<file path="src/rtl/seg7_pkg.sv">
// Shared types, the hex-to-segment table and a decode helper for the seven-segment scan controller.
package seg7_pkg;

  typedef logic [6:0] seg_t;

  // Active-low {g,f,e,d,c,b,a} patterns for hex digits 0..F.
  localparam seg_t SEG7_HEX_LUT [16] = '{
    7'h40, 7'h79, 7'h24, 7'h30, 7'h19, 7'h12, 7'h02, 7'h78,
    7'h00, 7'h10, 7'h08, 7'h03, 7'h46, 7'h21, 7'h06, 7'h0E
  };

  function automatic seg_t hex_to_seg(input logic [3:0] nibble, input logic active_low);
    seg_t w_pat;
    w_pat = SEG7_HEX_LUT[nibble];
    return active_low ? w_pat : ~w_pat;
  endfunction

endpackage

</file>
<file path="src/rtl/seg7_scan_ctrl_if.sv">
// Display-side bundle of the scan controller: digit data and controls in, seg/dp/an pins and frame pulse out.
interface seg7_scan_ctrl_if #(
  parameter int NUM_DIGITS = 8
);
  logic [4*NUM_DIGITS-1:0] data;
  logic [NUM_DIGITS-1:0]   dp_in;
  logic [NUM_DIGITS-1:0]   digit_en;
  logic [3:0]              brightness;
  logic                    freeze;
  logic [6:0]              seg;
  logic                    dp;
  logic [NUM_DIGITS-1:0]   an;
  logic                    frame_done;

  modport master (
    output data, dp_in, digit_en, brightness, freeze,
    input  seg, dp, an, frame_done
  );

  modport slave (
    input  data, dp_in, digit_en, brightness, freeze,
    output seg, dp, an, frame_done
  );
endinterface

</file>
<file path="src/rtl/seg7_hex_decode.sv">
// Combinational hex nibble to seven-segment pattern, polarity fixed at elaboration.
module seg7_hex_decode
  import seg7_pkg::*;
#(
  parameter bit ACTIVE_LOW = 1'b1
) (
  input  logic [3:0] i_nibble,
  output seg_t       o_seg
);

  assign o_seg = hex_to_seg(i_nibble, ACTIVE_LOW);

endmodule

</file>
<file path="src/rtl/seg7_scan_ctrl.sv">
// N-digit multiplexed seven-segment scanner with PWM brightness and frame-synchronous shadowing.
// Optional leading-zero suppression at frame capture is enabled by defining SEG7_LZ_BLANK_EN.
module seg7_scan_ctrl
  import seg7_pkg::*;
#(
  parameter int NUM_DIGITS     = 8,
  parameter int SCAN_DIV_LOG2  = 14,
  parameter bit SEG_ACTIVE_LOW = 1'b1,
  parameter bit AN_ACTIVE_LOW  = 1'b1
) (
  input logic             clk,
  input logic             reset_n,
  seg7_scan_ctrl_if.slave bus
);

  localparam int IDX_W = (NUM_DIGITS > 1) ? $clog2(NUM_DIGITS) : 1;
  localparam logic [IDX_W-1:0]      LAST_IDX = IDX_W'(NUM_DIGITS - 1);
  localparam logic [NUM_DIGITS-1:0] AN_OFF   = {NUM_DIGITS{AN_ACTIVE_LOW}};
  localparam seg_t                  SEG_OFF  = {7{SEG_ACTIVE_LOW}};
  localparam logic                  DP_OFF   = SEG_ACTIVE_LOW;

  logic [SCAN_DIV_LOG2-1:0] r_slot_cnt;
  logic [IDX_W-1:0]         r_idx;
  logic [4*NUM_DIGITS-1:0]  r_shadow_data;
  logic [NUM_DIGITS-1:0]    r_shadow_dp;
  logic [NUM_DIGITS-1:0]    r_shadow_en;
  logic [NUM_DIGITS-1:0]    r_shadow_zs;
  logic                     r_frame_done;
  logic [NUM_DIGITS-1:0]    r_an;
  seg_t                     r_seg;
  logic                     r_dp;

  logic [3:0]            w_nib [NUM_DIGITS];
  logic [3:0]            w_phase;
  logic                  w_slot_wrap;
  logic                  w_frame_wrap;
  logic                  w_lit;
  seg_t                  w_seg_dec;
  logic [NUM_DIGITS-1:0] w_an_onehot;
  logic [NUM_DIGITS-1:0] w_an_active;
  logic                  w_dp_active;
  logic [NUM_DIGITS-1:0] w_cap_en;
  logic [NUM_DIGITS-1:0] w_cap_zs;

  genvar gi;
  generate
    for (gi = 0; gi < NUM_DIGITS; gi++) begin : g_nib
      assign w_nib[gi] = r_shadow_data[4*gi +: 4];
    end
  endgenerate

  assign w_phase      = r_slot_cnt[SCAN_DIV_LOG2-1 -: 4];
  assign w_slot_wrap  = &r_slot_cnt;
  assign w_frame_wrap = w_slot_wrap && (r_idx == LAST_IDX);

  // Phase 0 is a guard band so the previous digit's segments never bleed into the next anode.
  assign w_lit = r_shadow_en[r_idx] && (w_phase != 4'd0) && (w_phase <= bus.brightness);

  seg7_hex_decode #(
    .ACTIVE_LOW(SEG_ACTIVE_LOW)
  ) u_dec (
    .i_nibble(w_nib[r_idx]),
    .o_seg   (w_seg_dec)
  );

  assign w_an_onehot = NUM_DIGITS'(1) << r_idx;
  assign w_an_active = AN_ACTIVE_LOW ? ~w_an_onehot : w_an_onehot;
  assign w_dp_active = SEG_ACTIVE_LOW ? ~r_shadow_dp[r_idx] : r_shadow_dp[r_idx];

`ifdef SEG7_LZ_BLANK_EN
  logic [IDX_W-1:0]      w_top;
  logic [NUM_DIGITS-1:0] w_keep;

  always_comb begin
    w_top = '0;
    for (int i = 0; i < NUM_DIGITS; i++) begin
      if (bus.data[4*i +: 4] != 4'd0) w_top = IDX_W'(i);
    end
  end

  generate
    for (gi = 0; gi < NUM_DIGITS; gi++) begin : g_keep
      assign w_keep[gi] = (IDX_W'(gi) <= w_top);
    end
  endgenerate

  // A suppressed digit with a dp request stays enabled but shows only the dp.
  assign w_cap_en = bus.digit_en & (w_keep | bus.dp_in);
  assign w_cap_zs = ~w_keep;
`else
  assign w_cap_en = bus.digit_en;
  assign w_cap_zs = '0;
`endif

  always_ff @(posedge clk or negedge reset_n) begin
    if (!reset_n) begin
      r_slot_cnt    <= '0;
      r_idx         <= '0;
      r_shadow_data <= '0;
      r_shadow_dp   <= '0;
      r_shadow_en   <= '0;
      r_shadow_zs   <= '0;
      r_frame_done  <= 1'b0;
      r_an          <= AN_OFF;
      r_seg         <= SEG_OFF;
      r_dp          <= DP_OFF;
    end else begin
      r_slot_cnt <= r_slot_cnt + SCAN_DIV_LOG2'(1);
      if (w_slot_wrap) begin
        r_idx <= (r_idx == LAST_IDX) ? '0 : r_idx + IDX_W'(1);
      end
      r_frame_done <= w_frame_wrap;
      if (w_frame_wrap && !bus.freeze) begin
        r_shadow_data <= bus.data;
        r_shadow_dp   <= bus.dp_in;
        r_shadow_en   <= w_cap_en;
        r_shadow_zs   <= w_cap_zs;
      end
      r_an  <= w_lit ? w_an_active : AN_OFF;
      r_seg <= (w_lit && !r_shadow_zs[r_idx]) ? w_seg_dec : SEG_OFF;
      r_dp  <= w_lit ? w_dp_active : DP_OFF;
    end
  end

  assign bus.an         = r_an;
  assign bus.seg        = r_seg;
  assign bus.dp         = r_dp;
  assign bus.frame_done = r_frame_done;

endmodule
</file>
<file path="src/flat_wrapper.sv">
// flat-port wrapper written by rule: the top's interface ports become plain ports
module seg7_scan_ctrl_flat import seg7_pkg::*;
#(
  parameter int NUM_DIGITS     = 8,
  parameter int SCAN_DIV_LOG2  = 14,
  parameter bit SEG_ACTIVE_LOW = 1'b1,
  parameter bit AN_ACTIVE_LOW  = 1'b1
)
  (clk, reset_n, bus_data, bus_dp_in, bus_digit_en, bus_brightness, bus_freeze, bus_seg, bus_dp, bus_an, bus_frame_done);
  seg7_scan_ctrl_if #(.NUM_DIGITS(NUM_DIGITS)) bus_i ();
  input logic clk;
  input logic reset_n;
  input wire logic [$bits(bus_i.data)-1:0] bus_data;
  input wire logic [$bits(bus_i.dp_in)-1:0] bus_dp_in;
  input wire logic [$bits(bus_i.digit_en)-1:0] bus_digit_en;
  input wire logic [$bits(bus_i.brightness)-1:0] bus_brightness;
  input wire logic [$bits(bus_i.freeze)-1:0] bus_freeze;
  output wire logic [$bits(bus_i.seg)-1:0] bus_seg;
  output wire logic [$bits(bus_i.dp)-1:0] bus_dp;
  output wire logic [$bits(bus_i.an)-1:0] bus_an;
  output wire logic [$bits(bus_i.frame_done)-1:0] bus_frame_done;
  assign bus_i.data = bus_data;
  assign bus_i.dp_in = bus_dp_in;
  assign bus_i.digit_en = bus_digit_en;
  assign bus_i.brightness = bus_brightness;
  assign bus_i.freeze = bus_freeze;
  assign bus_seg = bus_i.seg;
  assign bus_dp = bus_i.dp;
  assign bus_an = bus_i.an;
  assign bus_frame_done = bus_i.frame_done;
  seg7_scan_ctrl #(.NUM_DIGITS(NUM_DIGITS), .SCAN_DIV_LOG2(SCAN_DIV_LOG2), .SEG_ACTIVE_LOW(SEG_ACTIVE_LOW), .AN_ACTIVE_LOW(AN_ACTIVE_LOW)) u_core (.clk(clk), .reset_n(reset_n), .bus(bus_i));
endmodule
</file>
<file path="config.mk">
export PLATFORM = sky130hd
export DESIGN_NAME = seg7_scan_ctrl_flat
export DESIGN_NICKNAME = d
export VERILOG_FILES = /design/src/rtl/seg7_pkg.sv /design/src/rtl/seg7_scan_ctrl_if.sv /design/src/rtl/seg7_hex_decode.sv /design/src/rtl/seg7_scan_ctrl.sv /design/src/flat_wrapper.sv
export SDC_FILE = /design/constraint.sdc
export NUM_CORES = 1
export LEC_CHECK = 0
export ABC_CLOCK_PERIOD_IN_PS = 3200
export BUFFER_PORTS_ARGS = -buffer_cell sky130_fd_sc_hd__buf_4
export CORE_UTILIZATION = 30
export CTS_CLUSTER_SIZE = 14
export DETAILED_ROUTE_END_ITERATION = 8
export GPL_TIMING_DRIVEN = 0
export PLACE_DENSITY = 0.44
export SLEW_MARGIN = 10
export SYNTH_ARGS = -nofsm -noshare
export SYNTH_HDL_FRONTEND = slang
export SYNTH_HIERARCHICAL = 1
export SYNTH_SLANG_ARGS = --single-unit
</file>
<file path="constraint.sdc">
create_clock -name clk -period 3.2 [get_ports clk]
set_clock_uncertainty 0.15 [all_clocks]
set_input_delay 0 -clock clk [delete_from_list [all_inputs] [get_ports clk]]
set_output_delay 0 -clock clk [all_outputs]
set_load 0.03 [all_outputs]
</file>
==> qor.log <==
[timing] shortest period the worst path allows 2.91 ns
[placement] PortBufs 71
[detailed_routing] iteration-0 DRC count of the detailed router 50
[cells_and_area] final core utilization 43.3%
[clocking] H-Tree Depth 3
[hold_path] Hold Path Depth 5
[setup_path] CP max FO 10
[clocking] Inserted Clock Buffers 9
[detailed_routing] aggregate routed wire length 8.60 mm
[placement] Placement Cell Area 4750 um2
[clocking] buffer levels on the longest clock path 2
[clocking] clock slew at the register clock pins of the worst setup and hold paths 0.06 ns
[grt] maximum number of pins on one net before global-route repair 83
[hold_path] critical hold path startpoint bus_brightness[0]
[setup_path] startpoint types register
[clocking] CTS tree done
[cells_and_area] Non-Filler Cell Area, Final 5550 um2
[timing] Hold Fails Final Rpt 0
[timing] Post-Route Setup TNS 0 ns
[timing] Hold WS 0.0407 ns
[grt] vias in the first global route 2887
[cells_and_area] layout cells sized above 1 42.2%
[cells_and_area] nets@finish 487
[placement] weighted congestion at the end of routability-driven global placement 0.761
[placement] final HPWL from detailed placement 6.18 mm
[clocking] Setup Fix Bufs, Post-CTS 0
[grt] aggregate global-route resource usage 14.0%
[floorplan] core box area 12800 um2
[timing] unrepaired setup endpoints after global routing false
[detailed_routing] drt wl/cell 14.5 um
[synth] yosys warns 6
[floorplan] die boundary width 117 um
[clocking] insertion delay to the later sink of the worst-skew pair 0.33 ns
[hold_path] Hold WC Path Type in2reg
[cells_and_area] area overhead of the layout relative to synthesis 38.9%
[detailed_routing] Antenna Nets Post-Route 0
[floorplan] Std-Cell Rows 41
[grt] wire length of the first global-routing pass 14.7 mm
[timing] Slew @ Worst Pin 1.05 ns
[setup_path] r2r setup slk 0.29 ns
[detailed_routing] Vias 2599
[grt] initial antenna violation count 0
[grt] global route overflow 0
[timing] final period utilization 91.0%
[floorplan] starting density of the core 31.2%
[pwr] total power per unit cell area 403 nW/um2
[floorplan] Die Footprint 13800 um2
[setup_path] worst-case reg-to-reg path depth 9
[setup_path] sort of element at the end of the critical path register
[floorplan] IO Pins 72
[flow_run] number of maximum-capacitance violations 0
[synth] net count after synthesis 357
[setup_path] classification of the worst setup path reg2reg
[setup_path] Req. time, crit path 3.31 ns
[synth] syn avg cell area 14.1 um2
[timing] number of failing setup endpoints in the final timing report 0
[detailed_routing] mean number of vias per cell 4.40
[timing] peak clock frequency supported by timing 343 MHz
[cells_and_area] top library cells by usage in the layout, fill and taps aside sky130_fd_sc_hd__buf_4, sky130_fd_sc_hd__dfrtp_1, sky130_fd_sc_hd__dlygate4sd3_1
[synth] FF+latch count, synth 82
[cells_and_area] final antenna diode count 0
[setup_path] capture instance of the worst register-to-register path u_core/bus.seg[3]$_DFF_PN1_
[setup_path] source of the critical timing path u_core/r_idx[0]$_DFFE_PN0P_
[clocking] clock net sink count 82
[timing] worst max-slew margin expressed relative to the limit 29.9%
[pwr] reported leakage power 0.00261 uW
[timing] count of final max-slew check failures 0
[synth] part of the Yosys area used for sequential elements 51.8%
[hold_path] end point of the most critical hold path u_core/bus.an[5]$_DFF_PN1_
[pwr] total power 2240 uW
[floorplan] floorplan die height 117 um
[status] status completed
[synth] synthesized instance count 284
[detailed_routing] DRC viols 0
[synth] Netlist Area Pre-Place 4000 um2
[cells_and_area] leading cell type in the layout, fill and taps excluded sky130_fd_sc_hd__buf_4
[setup_path] worst endpoint data arrival time 3.02 ns
[clocking] library cell used as clock root buffer sky130_fd_sc_hd__clkbuf_16
[synth] count of different cell masters after synthesis 36
[detailed_routing] number of iterations in the first detailed-routing pass 4
[pwr] IR Drop Worst-Case VDD 206 uV
[setup_path] origin of the critical flop-to-flop path u_core/r_idx[0]$_DFFE_PN0P_
==> where the power goes <==
| part | total [uW] | internal, uW | switching [uW] |
|---|---|---|---|
| sequential | 1040 | 1040 | 0 |
| clock | 1070 | 690 | 382 |
| combinational | 125 | 82.6 | 42.3 |
==> routing by layer <==
layer / share of wire (%) / GRT usage, %
met5: 0 / 0
met3: 4.1 / 3.31
met1: 46 / 17.8
met2: 48 / 22.2
met4: 2.0 / 7.06
==> worst max-delay path, cell delays in order, from the launching register on <==
cell                       delay [ns]
sky130_fd_sc_hd__dfrtp_1         0.52
sky130_fd_sc_hd__clkbuf_4        0.35
sky130_fd_sc_hd__mux4_2          0.54
sky130_fd_sc_hd__nand2_1         0.08
sky130_fd_sc_hd__nand2_1         0.19
sky130_fd_sc_hd__inv_1           0.19
sky130_fd_sc_hd__ha_1            0.16
sky130_fd_sc_hd__inv_1           0.05
sky130_fd_sc_hd__mux4_2          0.45
sky130_fd_sc_hd__nand2b_1        0.16
==> synthesized netlist by cell type <==
library cell               count  share of area (%)
sky130_fd_sc_hd__dfrtp_1      66                 41
sky130_fd_sc_hd__mux2_2       30                8.5
sky130_fd_sc_hd__nand2_1      24                2.3
sky130_fd_sc_hd__mux2_4       20                7.5
sky130_fd_sc_hd__ha_1         18                5.6
sky130_fd_sc_hd__dfstp_2      16                 11
sky130_fd_sc_hd__mux4_2       14                7.9
sky130_fd_sc_hd__inv_1        11                1.0
sky130_fd_sc_hd__nand2b_1      9                1.4
sky130_fd_sc_hd__nor2_1        9               0.85
sky130_fd_sc_hd__mux2i_1       8                2.0
sky130_fd_sc_hd__nand3_1       8                1.0
sky130_fd_sc_hd__nand4_1       6               0.94
sky130_fd_sc_hd__xnor2_1       6                1.3
sky130_fd_sc_hd__xor2_1        6                1.3
sky130_fd_sc_hd__a21oi_1       4               0.50
sky130_fd_sc_hd__and3_1        3               0.47
sky130_fd_sc_hd__buf_12        3                1.5
sky130_fd_sc_hd__buf_2         3               0.38
sky130_fd_sc_hd__buf_1         2               0.19
sky130_fd_sc_hd__buf_4         2               0.38
sky130_fd_sc_hd__o21ai_1       2               0.25
sky130_fd_sc_hd__a32o_1        1               0.25
sky130_fd_sc_hd__and2_1        1               0.16
sky130_fd_sc_hd__and4_1        1               0.22
sky130_fd_sc_hd__and4_4        1               0.28
sky130_fd_sc_hd__buf_6         1               0.28
sky130_fd_sc_hd__clkbuf_1      1              0.094
sky130_fd_sc_hd__clkinv_1      1              0.094
sky130_fd_sc_hd__nand3_2       1               0.25
sky130_fd_sc_hd__nand4b_1      1               0.22
sky130_fd_sc_hd__nor2b_1       1               0.16
sky130_fd_sc_hd__nor3_1        1               0.13
sky130_fd_sc_hd__nor3_4        1               0.41
sky130_fd_sc_hd__o211ai_1      1               0.19
sky130_fd_sc_hd__or4_1         1               0.19
==> stage by stage <==
step	setup WS [ns]	std cells
global route	0.0734	591
global placement	0.0480	527
floorplan	0.648	284
finish	0.288	591
detailed placement	0.0478	527
CTS	0.0379	592
==> cell type report <==
| class | instances | area (um2) |
|---|---|---|
| Inverter | 12 | 45.0 |
| Multi-Input combinational cell | 178 | 1770 |
| Clock inverter | 1 | 30.0 |
| Tap cell | 172 | 215 |
| Fill cell | 1241 | 7270 |
| Clock buffer | 15 | 288 |
| Timing Repair Buffer | 120 | 1020 |
| Buffer | 11 | 111 |
| Sequential cell | 82 | 2070 |
==> logic make-up (layout without fill, tap and decap cells) <==
family | count (synthesis) | after routing | share of synthesized area, %
compound gates | 8 | 8 | 1.19
mux | 72 | 72 | 25.9
fa+ha+maj | 18 | 18 | 5.63
xor+xnor | 12 | 12 | 2.63
flops | 82 | 82 | 51.8
simple gates | 68 | 68 | 8.92
buf+inv | 24 | 159 | 3.94
==> state kept, by name, summed over array words and instances (netlist names) <==
register	count
u_core/bus.an	8
u_core/bus.dp	1
u_core/bus.frame_done	1
u_core/r_shadow_data	32
u_core/r_shadow_en	8
u_core/bus.seg	7
u_core/r_slot_cnt	14
u_core/r_idx	3
u_core/r_shadow_dp	8
==> worst max-delay path by stage <==
stage	slack (ns)	cells past startpoint	endpoint
CTS	0.04	10	u_core/bus.seg[3]$_DFF_PN1_
global placement	0.05	10	u_core/bus.seg[3]$_DFF_PN1_
finish	0.29	9	u_core/bus.seg[3]$_DFF_PN1_
floorplan	0.65	9	u_core/bus.seg[3]$_DFF_PN1_
detailed placement	0.05	10	u_core/bus.seg[3]$_DFF_PN1_
global route	0.07	9	u_core/bus.seg[3]$_DFF_PN1_
==> what timing repair did <==
action / in CTS / in global routing
setup endpoints to repair: 0 / 2
endpoints found under the hold margin: 114 / 0
gates resized for setup: 0 / 1
hold buffers: 49 / 0
Power figures use the tool's default switching activity.
